--- config.mk ---
export PLATFORM = sky130hd
export DESIGN_NAME = kvaz_write_queue
export DESIGN_NICKNAME = d
export VERILOG_FILES = /design/src/rtl/kvaz_write_queue.sv
export SDC_FILE = /design/constraint.sdc
export NUM_CORES = 1
export LEC_CHECK = 0
export CAP_MARGIN = 20
export CORE_AREA = 2 2 131 133
export DETAILED_ROUTE_END_ITERATION = 16
export DIE_AREA = 0 0 133 135
export GPL_ROUTABILITY_DRIVEN = 0
export SYNTH_ARGS = -nofsm -noshare
export SYNTH_HDL_FRONTEND = slang
export SYNTH_SLANG_ARGS = --single-unit
--- constraint.sdc ---
create_clock -name clk -period 2.4 [get_ports clk]
set_input_delay 0.24 -clock clk [delete_from_list [all_inputs] [get_ports clk]]
set_output_delay 0.24 -clock clk [all_outputs]
set_load 0.03 [all_outputs]
--- src/rtl/kvaz_write_queue.sv ---
// Posted-write queue between the bus side and sdram_arbitre, one read at a time.
// Optional read forwarding from queued writes: define KVAZ_QUEUE_FWD_EN.
module kvaz_write_queue #(
   parameter int DEPTH = 4
) (
   input  logic        clk,
   input  logic        reset_n,
   input  logic        vu_write,
   input  logic        vu_read,
   input  logic [17:0] vu_adrs,
   input  logic [7:0]  vu_data_i,
   output logic [7:0]  rd_data,
   output logic        rd_valid,
   output logic [17:0] arb_adrs,
   output logic [7:0]  arb_data,
   output logic        arb_write,
   output logic        arb_read,
   input  logic        arb_ack,
   input  logic [7:0]  arb_rdata,
   output logic        full,
   output logic        empty,
   output logic        overflow
);

   localparam int AW = $clog2(DEPTH);
   localparam int CW = AW + 1;

   typedef enum logic [1:0] {IDLE, WR_ISSUE, RD_ISSUE, RD_DONE} state_t;

   state_t         state;
   state_t         state_nx;
   logic [17:0]    q_adrs [DEPTH];
   logic [7:0]     q_data [DEPTH];
   logic [AW-1:0]  wr_ptr;
   logic [AW-1:0]  rd_ptr;
   logic [CW-1:0]  count;
   logic           rd_pend;
   logic [17:0]    rd_adrs;
   logic           fwd_q;
   logic           push;
   logic           pop;
   logic           rd_busy;
   logic           rd_take;
   logic           rd_hit;
   logic [7:0]     hit_data;

   assign full    = (count == CW'(DEPTH));
   assign empty   = (count == '0);
   assign pop     = (state == WR_ISSUE) && arb_ack;
   assign push    = vu_write && (!full || pop);
   assign rd_busy = rd_pend || fwd_q
                 || (state == RD_ISSUE) || (state == RD_DONE);
   assign rd_take = vu_read && !rd_busy;

`ifdef KVAZ_QUEUE_FWD_EN
   // Oldest to newest so the last match wins; a same-cycle write is newest.
   always_comb begin
      rd_hit   = 1'b0;
      hit_data = '0;
      for (int i = 0; i < DEPTH; i++) begin
         if (CW'(i) < count
             && q_adrs[rd_ptr + AW'(i)] == vu_adrs) begin
            rd_hit   = 1'b1;
            hit_data = q_data[rd_ptr + AW'(i)];
         end
      end
      if (push) begin
         rd_hit   = 1'b1;
         hit_data = vu_data_i;
      end
   end
`else
   assign rd_hit   = 1'b0;
   assign hit_data = '0;
`endif

   always_ff @(posedge clk) begin
      if (push) begin
         q_adrs[wr_ptr] <= vu_adrs;
         q_data[wr_ptr] <= vu_data_i;
      end
   end

   always_ff @(posedge clk or negedge reset_n) begin
      if (!reset_n) begin
         wr_ptr   <= '0;
         rd_ptr   <= '0;
         count    <= '0;
         overflow <= 1'b0;
      end else begin
         if (push) wr_ptr <= wr_ptr + 1'b1;
         if (pop)  rd_ptr <= rd_ptr + 1'b1;
         if (push && !pop)
            count <= count + 1'b1;
         else if (pop && !push)
            count <= count - 1'b1;
         if (vu_write && full && !pop)
            overflow <= 1'b1;
      end
   end

   always_ff @(posedge clk or negedge reset_n) begin
      if (!reset_n) begin
         state   <= IDLE;
         rd_pend <= 1'b0;
         rd_adrs <= '0;
         fwd_q   <= 1'b0;
         rd_data <= 8'h00;
      end else begin
         state <= state_nx;
         fwd_q <= rd_take && rd_hit;
         if (rd_take && !rd_hit) begin
            rd_pend <= 1'b1;
            rd_adrs <= vu_adrs;
         end else if (state_nx == RD_ISSUE) begin
            rd_pend <= 1'b0;
         end
         if (rd_take && rd_hit)
            rd_data <= hit_data;
         else if (state == RD_ISSUE && arb_ack)
            rd_data <= arb_rdata;
      end
   end

   always_comb begin
      state_nx = state;
      unique case (state)
         IDLE: begin
`ifdef KVAZ_QUEUE_FWD_EN
            if (rd_pend)     state_nx = RD_ISSUE;
            else if (!empty) state_nx = WR_ISSUE;
`else
            if (!empty)       state_nx = WR_ISSUE;
            else if (rd_pend) state_nx = RD_ISSUE;
`endif
         end
         WR_ISSUE: if (arb_ack) state_nx = IDLE;
         RD_ISSUE: if (arb_ack) state_nx = RD_DONE;
         RD_DONE:  state_nx = IDLE;
         default:  state_nx = IDLE;
      endcase
   end

   assign arb_write = (state == WR_ISSUE);
   assign arb_read  = (state == RD_ISSUE);
   assign arb_adrs  = arb_read ? rd_adrs : q_adrs[rd_ptr];
   assign arb_data  = q_data[rd_ptr];
   assign rd_valid  = (state == RD_DONE) || fwd_q;

endmodule
==> metrics.md <==
| Metric | Value |
|---|---|
| Die Height | `135 um` |
| Fin. Hold Viols | `0` |
| Avg Inst Size Synth | `18.5 sq um` |
| Layout cells sized above 1 | `27.8%` |
| Later-pin clock latency in the skew report | `0.42 ns` |
| Setup TNS | `0 ns` |
| Crit Path Max Fanout | `14` |
| Worst Setup SP | `state[0]` |
| Syn. warnings | `0` |
| Final setup skew | `0.00639 ns` |
| Post-Syn Nets | `350` |
| Deepest clock path buffer count | `2` |
| Layout filler cell count | `1415` |
| Synth cell types | `37` |
| Synth Area in Compound Gates | `4.89%` |
| Antenna Nets Post-Route | `0` |
| Slew headroom | `63.8%` |
| Power, Total | `0.0103 W` |
| Synth-to-layout area growth | `31.3%` |
| Startpoint types | `flop` |
| Antenna cells | `0` |
| IO Count | `79` |
| Min-Delay Path Class | `in2async` |
| Cell area after synthesis | `0.00565 sq mm` |
| Commonest non-fill, non-tap cell in the layout | `edfxtp_1` |
| DRT iter0 DRCs | `117` |
| Synthesized flop and latch total | `141` |
| Actual slew at the worst max-slew pin | `0.544 ns` |
| Adder-cell share of the synthesized area | `1.46%` |
| Vias per cell | `4.62` |
| Layout Nets | `453` |
| Row Count | `47` |
| Starting Density | `34.4%` |
| Status | `completed` |
| First-pass GRT wire length | `17700 um` |
| Post-layout min period | `2.26 ns` |
| Post-route design area | `0.00742 sq mm` |
| Multiplexer share of the synthesized area | `15.1%` |
| Die area | `0.0180 sq mm` |
| # setup viols final | `0` |
| WL final | `11400 um` |
| Simple-Gate Fraction of Synth Area | `3.76%` |
| CP arrival | `2.02 ns` |
| Most frequent cells in the layout | `edfxtp_1, clkdlybuf4s50_1, mux2i_1, dfrtp_1, mux2_2` |
| Largest family of logic cells by synthesized area | `multiplexers` |
| Root buf cell | `clkbuf_16` |
| CTS Sinks | `141` |
| Achievable Freq | `0.442 GHz` |
| Kind of critical path | `reg2out` |
| Final Cycle Share | `94.3%` |
| Cell count after placement | `606` |
| DR WL/cell | `17.8 um` |
| Max_cap viols | `0` |
| CP max stage delay | `0.43 ns` |
| Post-DP HPWL | `7240 um` |
| Sequential cell area fraction in the yosys report | `71.7%` |
| Die X | `133 um` |
| Global Route Usage Sum | `13.5%` |
| Post-synthesis xor/xnor area fraction | `0.930%` |
| Final slew viol count | `0` |
| Critical-path top delay cell | `dlygate4sd2_1` |
| Post-Layout Cell Count | `641` |
| Leakage power of the design | `2.78 nW` |
| Crit. End Element | `output port` |
| DRC viols | `0` |
| Peak supply drop | `591 uV` |
| DRT Pass-1 Iters | `5` |
| Vias in the first global route | `3141` |
| FF-to-FF Start | `state[1]` |
| RSZ-0062 raised after global routing | `false` |
| Synthesized instance count | `305` |
| Power density cells | `1390 mW/mm^2` |
| Global route overflow | `0` |
| Core Region | `0.0164 sq mm` |
| CP Cell Sequence | `nand2b_4, inv_2, nor2_4, buf_12, a221oi_2, dlygate4sd2_1` |
| Placed cell area | `0.00677 sq mm` |
| Initial antenna violation count | `1` |
| CTS Buf Count | `17` |
| CTS tree | `done` |
| Pin count of the biggest net entering global routing | `25` |
| Critical path required time | `2.16 ns` |
| Via Count | `2961` |
| H-tree Lvls | `4` |
| Clock slew at reported path FFs | `0.06 ns` |
| IO buf count | `78` |
path summary, 6_finish.rpt:
kind	endpoint	slack [ns]	cells past startpoint
max in group asynchronous	rd_adrs[2]	1.42	3
worst min-delay path	rd_data[3]	0.33	2
min in group clk	rd_data[6]	0.43	2
worst min register to register	overflow	0.47	1
worst max register to register	count[2]	0.29	9
worst max-delay path	arb_adrs[9]	0.14	6
cells in the mapped netlist:
| cell type | instances | area, sq um |
|---|---|---|
| a211oi_1 | 1 | 7.51 |
| a21boi_4 | 1 | 18.8 |
| a21oi_1 | 1 | 5.00 |
| a221oi_1 | 8 | 70.1 |
| a221oi_2 | 10 | 150 |
| a31o_2 | 1 | 8.76 |
| a31oi_1 | 1 | 6.26 |
| and2_1 | 5 | 31.3 |
| and2_4 | 1 | 8.76 |
| and2b_1 | 1 | 7.51 |
| buf_2 | 4 | 20.0 |
| buf_4 | 5 | 37.5 |
| buf_6 | 4 | 45.0 |
| dfrtp_1 | 37 | 926 |
| edfxtp_1 | 104 | 3120 |
| fa_1 | 1 | 20.0 |
| ha_1 | 5 | 62.6 |
| inv_1 | 4 | 15.0 |
| inv_2 | 1 | 3.75 |
| mux2_1 | 1 | 11.3 |
| mux2_2 | 27 | 304 |
| mux2i_1 | 36 | 360 |
| mux4_2 | 8 | 180 |
| nand2_1 | 1 | 3.75 |
| nand2_2 | 1 | 6.26 |
| nand2b_4 | 1 | 13.8 |
| nand3_1 | 1 | 5.00 |
| nand3b_1 | 2 | 15.0 |
| nor2_1 | 19 | 71.3 |
| nor2_4 | 1 | 11.3 |
| nor2b_1 | 1 | 6.26 |
| nor3_1 | 1 | 5.00 |
| nor3b_1 | 2 | 15.0 |
| nor3b_2 | 1 | 12.5 |
| o21ba_2 | 1 | 10.0 |
| xnor2_1 | 4 | 35.0 |
| xor2_1 | 2 | 17.5 |
flip-flops by register name, indices dropped and copies added, names as in the netlist:
| signal | cells |
|---|---|
| q_data | 32 |
| count | 3 |
| rd_data | 8 |
| q_adrs | 72 |
| rd_ptr | 2 |
| overflow | 1 |
| wr_ptr | 2 |
| state | 2 |
| rd_adrs | 18 |
| rd_pend | 1 |
power breakdown:
part / leakage (nW) / switching, W / internal, W
logic: 1.06 / 0.00225 / 0.00163
registers: 1.40 / 0.000269 / 0.00332
clock network: 0.315 / 0.000948 / 0.00189
metrics by stage:
step | hold slack [ns] | setup WS [ns] | util [%]
CTS | 0.334 | 0.0170 | 45.3
floorplan | -0.0556 | 0.159 | -
detailed placement | 0.254 | 0.0881 | 41.3
global route | 0.365 | 0.00346 | 45.2
global placement | 0.254 | 0.154 | 41.3
finish | 0.329 | 0.137 | 45.2
repair_timing:
action                                  CTS  global route
pin swaps                                 1             0
hold buffers                              1             0
endpoints found under the setup margin   22             6
hold endpoints to repair                 23             0
cloned                                    0             0
setup buffers                             2             0
gates resized for setup                  22            13
metal layers:
layer | GRT usage, % | vias to the layer above | part of all wire (%)
li1 | - | 1398 | -
met1 | 15.9 | 1477 | 44
met2 | 22.4 | 72 | 50
met3 | 5.11 | 14 | 5.3
met4 | 5.73 | 0 | 1.5
met5 | 0 | - | 0
worst max-delay path: cells and delay by family (launching register included):
kind	cells	cell delay (ns)
compound gates	1	0.24
simple gates	2	0.27
flops	1	0.38
buf+inv	3	0.72
area by class of cell:
type                            instances  area, sq um  area share (%)
Tap cell                              220          275            3.71
Multi-Input combinational cell        146         1500            20.1
Clock buffer                           21          460            6.20
Timing Repair Buffer                   97          932            12.6
Clock inverter                         11          189            2.55
Inverter                                5         18.8           0.253
Sequential cell                       141         4050            54.6
logic make-up (layout without fill, tap and decap cells):
logic type               count (synthesis)  in the layout
AO/OA/AOI/OAI                           24             24
XOR/XNOR                                 6              6
adder cells (fa/ha/maj)                  6              6
buffers and inverters                   18            134
flip-flops                             141            141
multiplexers                            72             72
AND/OR/NAND/NOR                         38             38
Note: power is estimated with default switching activity, not from simulation.
